### src/rtl/hazard_pkg.sv
// rtl/hazard_pkg.sv - shared types, forwarding encodings and slot helpers for hazard_unit
package hazard_pkg;

    localparam int SLOT_AW = 5;

    localparam logic [1:0] FWD_RF = 2'b00;
    localparam logic [1:0] FWD_W  = 2'b01;
    localparam logic [1:0] FWD_M  = 2'b10;

    typedef struct packed {
        logic [SLOT_AW-1:0] rs1;
        logic [SLOT_AW-1:0] rs2;
        logic [SLOT_AW-1:0] rd;
        logic               regwrite;
        logic               isload;
    } shadow_slot_t;

    localparam int SLOT_W = $bits(shadow_slot_t);
    localparam shadow_slot_t SLOT_BUBBLE = '0;

    // x0 writes are architecturally discarded, so they never count as live
    function automatic logic slot_live(input shadow_slot_t s);
        return s.regwrite && (s.rd != '0);
    endfunction

    function automatic logic slot_hits(input shadow_slot_t s,
                                       input logic [SLOT_AW-1:0] a,
                                       input logic [SLOT_AW-1:0] b);
        return slot_live(s) && ((s.rd == a) || (s.rd == b));
    endfunction

    function automatic logic [1:0] fwd_sel(input logic [SLOT_AW-1:0] src,
                                           input shadow_slot_t m,
                                           input shadow_slot_t w);
        if (slot_live(m) && (m.rd == src))
            return FWD_M;
        else if (slot_live(w) && (w.rd == src))
            return FWD_W;
        else
            return FWD_RF;
    endfunction

endpackage

### src/rtl/hazard_stage_reg.sv
// rtl/hazard_stage_reg.sv - one shadow pipeline slot with async clear and sync bubble load
module hazard_stage_reg
    import hazard_pkg::*;
(
    input  logic              clk,
    input  logic              rst,
    input  logic              bubble,
    input  logic [SLOT_W-1:0] d,
    output logic [SLOT_W-1:0] q
);

    always_ff @(posedge clk or negedge rst) begin
        if (!rst)
            q <= SLOT_BUBBLE;
        else if (bubble)
            q <= SLOT_BUBBLE;
        else
            q <= d;
    end

endmodule

### src/rtl/hazard_unit.sv
// rtl/hazard_unit.sv - RV32I stall/flush/forward controller; FORWARDING_EN selects bypass vs. full interlock
module hazard_unit
    import hazard_pkg::*;
#(
    parameter int REG_AW = 5,
    parameter int CNT_W  = 16
) (
    input  logic              clk,
    input  logic              rst,
    input  logic [REG_AW-1:0] Rs1D,
    input  logic [REG_AW-1:0] Rs2D,
    input  logic [REG_AW-1:0] RdD,
    input  logic              RegWriteD,
    input  logic              ResultSrcD,
    input  logic              PCSrcE,
    output logic              StallF,
    output logic              StallD,
    output logic              FlushD,
    output logic              FlushE,
    output logic [1:0]        ForwardAE,
    output logic [1:0]        ForwardBE,
    output logic [CNT_W-1:0]  StallCount,
    output logic [CNT_W-1:0]  FlushCount
);

    localparam logic [CNT_W-1:0] CNT_MAX = '1;

    shadow_slot_t dec;
    shadow_slot_t slot_e;
    shadow_slot_t slot_m;
    shadow_slot_t slot_w;

    logic       hazard;
    logic       stall;
    logic [1:0] fwd_a;
    logic [1:0] fwd_b;
    logic       unused_slot_bits;

    assign dec = '{rs1: Rs1D, rs2: Rs2D, rd: RdD, regwrite: RegWriteD, isload: ResultSrcD};

    hazard_stage_reg u_slot_e (
        .clk    (clk),
        .rst    (rst),
        .bubble (FlushE),
        .d      (dec),
        .q      (slot_e)
    );

    hazard_stage_reg u_slot_m (
        .clk    (clk),
        .rst    (rst),
        .bubble (1'b0),
        .d      (slot_e),
        .q      (slot_m)
    );

    hazard_stage_reg u_slot_w (
        .clk    (clk),
        .rst    (rst),
        .bubble (1'b0),
        .d      (slot_m),
        .q      (slot_w)
    );

    always_comb begin
        hazard = 1'b0;
        fwd_a  = FWD_RF;
        fwd_b  = FWD_RF;
`ifdef FORWARDING_EN
        hazard = slot_e.isload && slot_hits(slot_e, Rs1D, Rs2D);
        fwd_a  = fwd_sel(slot_e.rs1, slot_m, slot_w);
        fwd_b  = fwd_sel(slot_e.rs2, slot_m, slot_w);
`else
        // No bypass and no register-file write-through: wait until the writer retires from W
        hazard = slot_hits(slot_e, Rs1D, Rs2D)
              || slot_hits(slot_m, Rs1D, Rs2D)
              || slot_hits(slot_w, Rs1D, Rs2D);
`endif
    end

    // A taken branch squashes the Decode instruction, so its stall is moot
    assign stall     = rst && hazard && !PCSrcE;
    assign StallF    = stall;
    assign StallD    = stall;
    assign FlushD    = rst && PCSrcE;
    assign FlushE    = rst && (PCSrcE || stall);
    assign ForwardAE = rst ? fwd_a : FWD_RF;
    assign ForwardBE = rst ? fwd_b : FWD_RF;

    assign unused_slot_bits = ^{slot_w.rs1, slot_w.rs2, slot_w.isload,
                                slot_e.rs1, slot_e.rs2, slot_m.isload};

    always_ff @(posedge clk or negedge rst) begin
        if (!rst) begin
            StallCount <= '0;
            FlushCount <= '0;
        end else begin
            if (StallD && (StallCount != CNT_MAX))
                StallCount <= StallCount + 1'b1;
            if (FlushD && (FlushCount != CNT_MAX))
                FlushCount <= FlushCount + 1'b1;
        end
    end

endmodule

### config.mk
export PLATFORM = sky130hd
export DESIGN_NAME = hazard_unit
export DESIGN_NICKNAME = d
export VERILOG_FILES = /design/src/rtl/hazard_pkg.sv /design/src/rtl/hazard_stage_reg.sv /design/src/rtl/hazard_unit.sv
export SDC_FILE = /design/constraint.sdc
export NUM_CORES = 1
export LEC_CHECK = 0
export ABC_CLOCK_PERIOD_IN_PS = 2500
export BUFFER_PORTS_ARGS = -buffer_cell sky130_fd_sc_hd__buf_2
export CELL_PAD_IN_SITES_DETAIL_PLACEMENT = 1
export CELL_PAD_IN_SITES_GLOBAL_PLACEMENT = 1
export CORE_UTILIZATION = 37
export DETAILED_ROUTE_END_ITERATION = 8
export PLACE_DENSITY_LB_ADDON = 0.1
export SLEW_MARGIN = 20
export SYNTH_ARGS = -nofsm -noshare
export SYNTH_HDL_FRONTEND = slang
export SYNTH_SLANG_ARGS = --single-unit
### constraint.sdc
create_clock -name clk -period 2.5 [get_ports clk]
set_clock_uncertainty 0.15 [all_clocks]
set_input_delay 0.625 -clock clk [delete_from_list [all_inputs] [get_ports clk]]
set_output_delay 0.625 -clock clk [all_outputs]
set_load 0.05 [all_outputs]
==> results of run 1 <==
worst max-delay path, cell delays in order, from the launching register on:
cell,delay (ns)
dfrtp_1,0.40
or4_4,0.53
o21a_1,0.19
a222oi_1,0.35
buf_4,0.18
nand3b_4,0.14
inv_4,0.05
buf_6,0.14
per-stage QoR:
stage	instances	utilization	setup TNS, ns	worst slack (ns)	hold slack (ns)
2_1_floorplan	218	-	-1.207	-0.5536	0.1794
3_3_place_gp	366	0.4633	-2.180	-0.3244	0.2123
3_5_place_dp	366	0.4633	-2.626	-0.3394	0.2254
4_1_cts	379	0.4919	-2.866	-0.5682	0.2016
5_1_grt	379	0.4941	-5.613	-0.6962	0.2118
6_report	379	0.4941	-2.828	-0.5474	0.2031
cell usage after synthesis (all sizes together), types with 4 or more instances:
cell type  count
nor2           4
nand2         17
xnor2         42
xor2          17
buf            6
nand4          6
nor3           9
dfrtp         50
and3           5
nor2b          7
o21a           4
nand3         16
final timing paths:
| kind | startpoint | cells past startpoint | endpoint |
|---|---|---|---|
| max in group asynchronous | rst | 2 | StallCount[5]$_DFFE_PN0P_ |
| setup reg to reg | u_slot_w.q[3]$_DFF_PN0_ | 9 | StallCount[1]$_DFFE_PN0P_ |
| hold / removal | rst | 2 | FlushCount[5]$_DFFE_PN0P_ |
| setup / recovery | u_slot_w.q[3]$_DFF_PN0_ | 7 | StallD |
| min in group clk | u_slot_m.q[1]$_DFF_PN0_ | 0 | u_slot_w.q[1]$_DFF_PN0_ |
| hold reg to reg | u_slot_m.q[1]$_DFF_PN0_ | 0 | u_slot_w.q[1]$_DFF_PN0_ |
flip-flops by register name, summed over array words and instances (netlist names):
name / flops
StallCount: 16
FlushCount: 16
u_slot_w.q: 6
u_slot_m.q: 6
u_slot_e.q: 6
per-layer routing:
metal | wire length (µm) | vias to the layer above | GRT usage
li1 | - | 889 | -
met1 | 2571 | 913 | 0.2204
met2 | 2833 | 41 | 0.3010
met3 | 235 | 9 | 0.03363
met4 | 78 | 0 | 0.04859
met5 | 0 | - | 0
final cells by class:
type | count | area (µm²)
tap | 77 | 96.34
timing repair buffer | 82 | 520.5
fill | 739 | 3249
inverter | 3 | 13.76
clock inverter | 2 | 17.52
sequential | 50 | 1254
clock buffer | 6 | 82.58
multi-input combinational | 159 | 1189
cells by family after synthesis:
logic type	Yosys count
AO/OA/AOI/OAI	10
XOR/XNOR	59
adder cells (fa/ha/maj)	2
buffers and inverters	9
flip-flops	50
multiplexers	2
other	1
AND/OR/NAND/NOR	82
power breakdown:
| part | internal [W] | switching [W] |
|---|---|---|
| Combinational | 0.000207 | 0.000384 |
| Clock | 0.000228 | 0.000282 |
| Sequential | 0.000892 | 0.0000943 |
placed cells by master (no fill, tap or decap), drive strengths merged, types with 2 or more instances in the layout:
| master | instances |
|---|---|
| inv | 3 |
| or2 | 2 |
| nor3b | 3 |
| ha | 2 |
| nand4 | 6 |
| o21a | 4 |
| clkbuf | 6 |
| nor2b | 7 |
| o22ai | 3 |
| xor2 | 17 |
| buf | 81 |
| nor3 | 9 |
| or4 | 3 |
| and4 | 3 |
| dfrtp | 50 |
| and3 | 5 |
| nand2 | 17 |
| mux2 | 2 |
| conb | 4 |
| nor2 | 4 |
| xnor2 | 42 |
| nand3 | 16 |
| clkinv | 2 |
| nor4 | 2 |
| a21boi | 2 |
repair_timing:
item	4_1_cts	5_1_grt
endpoints found under the hold margin	1	0
buffers inserted	4	1
gates resized for setup	13	5
pin swaps	1	1
hold buffers	1	0
endpoints found under the setup margin	12	19
==> flow_metrics.tcl, run 1 <==
set metrics [dict create \
    violations "DRC, setup timing" \
    drc_errors 5 \
    cts_max_level 2 \
    status "finished, violations left" \
    die_y_um 83.85 \
    avgSynthCellArea_um2 11.53 \
    synth-compound-area-share 0.02978 \
    wl_mm 5.719 \
    slew_violations 0 \
    fin_crit_ns 3.047 \
    syn_inst 215 \
    power_leakage_nw 1.572 \
    synth_edf_count 0 \
    yosysWarnings 0 \
    ys_seq_area_frac 0.5048 \
    dpl.hpwl_mm 4.425 \
    yosys-top-cells-area "dfrtp_1 50%, xnor2_1 15%, xor2_1 6.0%, nand3_1 3.2%, nand2_1 2.6%" \
    core_um2 6422 \
    grt_pass1_wl_mm 9.639 \
    initial_core_util 0.3859 \
    synth_xor_area_frac 0.2085 \
    setup_ws_ns -0.5474 \
    clock_path_buffers 2 \
    crit_path_end_kind "primary output" \
    max_freq_mhz 328.1 \
    clock_sinks 50 \
    syn_to_final_growth_pct 28.02 \
    numCtsBuffers 5 \
    finalCritPeriodShare 1.219 \
    finalHoldViolations 0 \
    die_w_um 83.85 \
    port_buffers 54 \
    post_dp_cell_area_um2 2975 \
    overflow 0 \
    place_congestion 0.7219 \
    synth_top_cell_by_area "dfrtp_1" \
    grt_max_degree 26 \
    min_path_type "primary input to async pin" \
    ys_ff_latch 50 \
    dr_total_vias 1852 \
    synthArstFlopShare 1.000 \
    crit_arrival_ns 2.27 \
    wire_per_inst_um 15.09 \
    firstDrtPassIters 6 \
    powerDensity_nw_per_um2 658.0 \
    antenna_cells 0 \
    rsz0062_at_grt "yes" \
    rrSetupSlack_ns -0.17 \
    synthSimpleGateAreaFrac 0.2070 \
    clock_latency_ns 0.31 \
    critPathLaunchType "flop" \
    viasPerCell 4.887 \
    synth_adder_area_share 0.01010 \
    nets 323 \
    peakVddDrop_mv 0.3768 \
    drtIter0Drc 54 \
    synthMuxAreaShare 0.01060 \
    yosys.area.top_type_share 0.5048 \
    drv_cap 0 \
    clk_pin_slew_ns 0.10 \
    ys.flop_type "dfrtp_1" \
    crit_required_ns 1.73 \
    track_usage 0.1736 \
    drtAntennaViolNets 0 \
    finalPower_w 0.002088 \
    synth_top_family_by_area "XOR/XNOR gates" \
    crit_type "flop to primary output" \
    setup_viol 19 \
    ioPinCount 60 \
    cts_tree "done" \
    drive_gt1_frac 0.3642 \
    die-area_um2 7030 \
    antenna_found_initial 0 \
    worst-path-max-fanout 2 \
    netlist_area_um2 2479 \
    finalInstanceArea_um2 3173 \
    cts_root_buf "clkbuf_8" \
    synth.distinct_cells 36 \
    grt_pass1_vias 1967 \
    rows 29 \
]
(Power assumes the default switching activity.)
==> run 2, diff against run 1 <==
Settings changed: CORE_ASPECT_RATIO set to 1.2.
==> run 2 against run 1 <==
  * The flow finishes with violations (setup timing)
  * Critical path depth unchanged
  * Combinational power down 2%
  * Maximum frequency grew 0.71%
  * Cell area fell by 1.4%
  * Cell count up 0.79%
  * Global-route usage fell by 0.35 points
  * Critical endpoint unchanged
  * Largest power group unchanged
==> flow_metrics.tcl, run 2 (synthesized netlist as in run 1, its figures left out) <==
set metrics [dict create \
    dpl.hpwl_mm 4.332 \
    p_seq_frac 0.461 \
    fin_crit_ns 3.026 \
    p_comb_frac 0.271 \
    setup_ws_ns -0.5259 \
    cts_tree "done" \
    setup_viol 11 \
    die_y_um 91.66 \
    tns_ns -1.931 \
    core_um2 6446 \
    p_sw_w 0.0007471 \
    crit_required_ns 1.73 \
    crit_path_end_kind "primary output" \
    drive_gt1_frac 0.3502 \
    power_leakage_nw 1.534 \
    r2r_cells 8 \
    powerDensity_nw_per_um2 682.5 \
    syn_to_final_growth_pct 26.20 \
    initial_core_util 0.3845 \
    reg.largest.list "FlushCount x16, StallCount x16" \
    slew_violations 0 \
    switching_share 0.3499 \
    place_ws_ns -0.3268 \
    finalHoldViolations 0 \
    finalPower_w 0.002135 \
    rsz0062_at_grt "yes" \
    antenna_found_initial 0 \
    finalCritPeriodShare 1.210 \
    cts_hold_buffers 0 \
    firstDrtPassIters 4 \
    violations "setup timing" \
    numCtsBuffers 5 \
    rrSetupSlack_ns -0.23 \
    dpl.cell_count 374 \
    viasPerCell 4.872 \
    nets 318 \
    wire_per_inst_um 14.27 \
    antenna_cells 0 \
    critPathLaunchType "flop" \
    drv_cap 0 \
    drtIter0Drc 50 \
    power_frac_clock 0.268 \
    cts_root_buf "clkbuf_8" \
    clock_path_buffers 2 \
    holdWs_ns 0.2113 \
    grt_pass1_vias 1956 \
    clock_sinks 50 \
    track_usage 0.1701 \
    crit_arrival_ns 2.25 \
    place_congestion 0.7380 \
    drc_errors 0 \
    final_cell_mix "51 x buf_2, 48 x dfrtp_1, 42 x xnor2_1, 23 x buf_4" \
    clk_pin_slew_ns 0.09 \
    max_freq_mhz 330.5 \
    dr_total_vias 1861 \
    status "finished, violations left" \
    r2r_end "StallCount[1]$_DFFE_PN0P_" \
    min_path_type "primary input to async pin" \
    cts_max_level 2 \
    ioPinCount 60 \
    wl_mm 5.451 \
    rows 32 \
    stdcell_count 382 \
    port_buffers 54 \
    die-area_um2 7032 \
    worst-path-max-fanout 2 \
    final_common_cell "buf_2" \
    clock_latency_ns 0.30 \
    internal-power_w 0.001388 \
    drtAntennaViolNets 0 \
    regToRegStartpoint "u_slot_w.q[3]$_DFF_PN0_" \
    crit_type "flop to primary output" \
    peakVddDrop_mv 0.3108 \
    grt_pass1_wl_mm 9.301 \
    grt_max_degree 31 \
    overflow 0 \
    die_w_um 76.72 \
]
-- run 2: how the worst max path moves through the flow --
| stage | from | depth (start not counted) | to |
|---|---|---|---|
| final | u_slot_w.q[3]$_DFF_PN0_ | 7 | StallD |
| after CTS | u_slot_w.q[3]$_DFF_PN0_ | 7 | StallD |
| after global routing | u_slot_w.q[3]$_DFF_PN0_ | 7 | StallD |
| after floorplan | u_slot_w.q[3]$_DFF_PN0_ | 7 | StallF |
| after detailed placement | Rs2D[3] | 9 | StallD |
| after global placement | u_slot_w.q[3]$_DFF_PN0_ | 7 | StallF |
-- run 2: routing by layer --
metal	up-vias	share of wire	global-route usage
li1	880	-	-
met5	-	0	0
met1	941	0.43	0.2065
met3	4	0.038	0.03682
met2	36	0.52	0.3021
met4	0	0.0068	0.04487
-- run 2: per-stage QoR --
step | area, µm² | util
floorplan | 2494 | -
global placement | 2985 | 0.4631
detailed placement | 2985 | 0.4631
CTS | 3124 | 0.4847
global route | 3128 | 0.4852
finish | 3128 | 0.4852
-- run 2: critical path, stage by stage, from the launching register on --
cell      delay [ns]
dfrtp_1         0.39
or4_4           0.53
o21a_1          0.19
a222oi_1        0.34
buf_4           0.18
nand3b_4        0.14
inv_4           0.05
buf_6           0.14
-- run 2: layout make-up --
class                      instances  area [µm²]
fill                             751        3318
sequential                        50        1254
multi-input combinational        159        1175
timing repair buffer              77       465.4
tap                               85       106.4
clock buffer                       5       68.82
clock inverter                     3       45.04
inverter                           3       13.76
-- run 2: power by group through the flow --
| stage | registers (W) | clock network, W | logic (W) |
|---|---|---|---|
| finish | 0.000984 | 0.000572 | 0.000580 |
| global route | 0.000998 | 0.000635 | 0.000622 |
| CTS | 0.000987 | 0.000598 | 0.000589 |
| detailed placement | 0.00100 | 0 | 0.000585 |
| global placement | 0.000998 | 0 | 0.000576 |
| floorplan | 0.00120 | 0 | 0.000196 |
-- run 2: timing repair --
item                       CTS  global route
setup buffers                1             1
pin swaps                    1             1
gates resized for setup      9             1
setup endpoints to repair   18            19
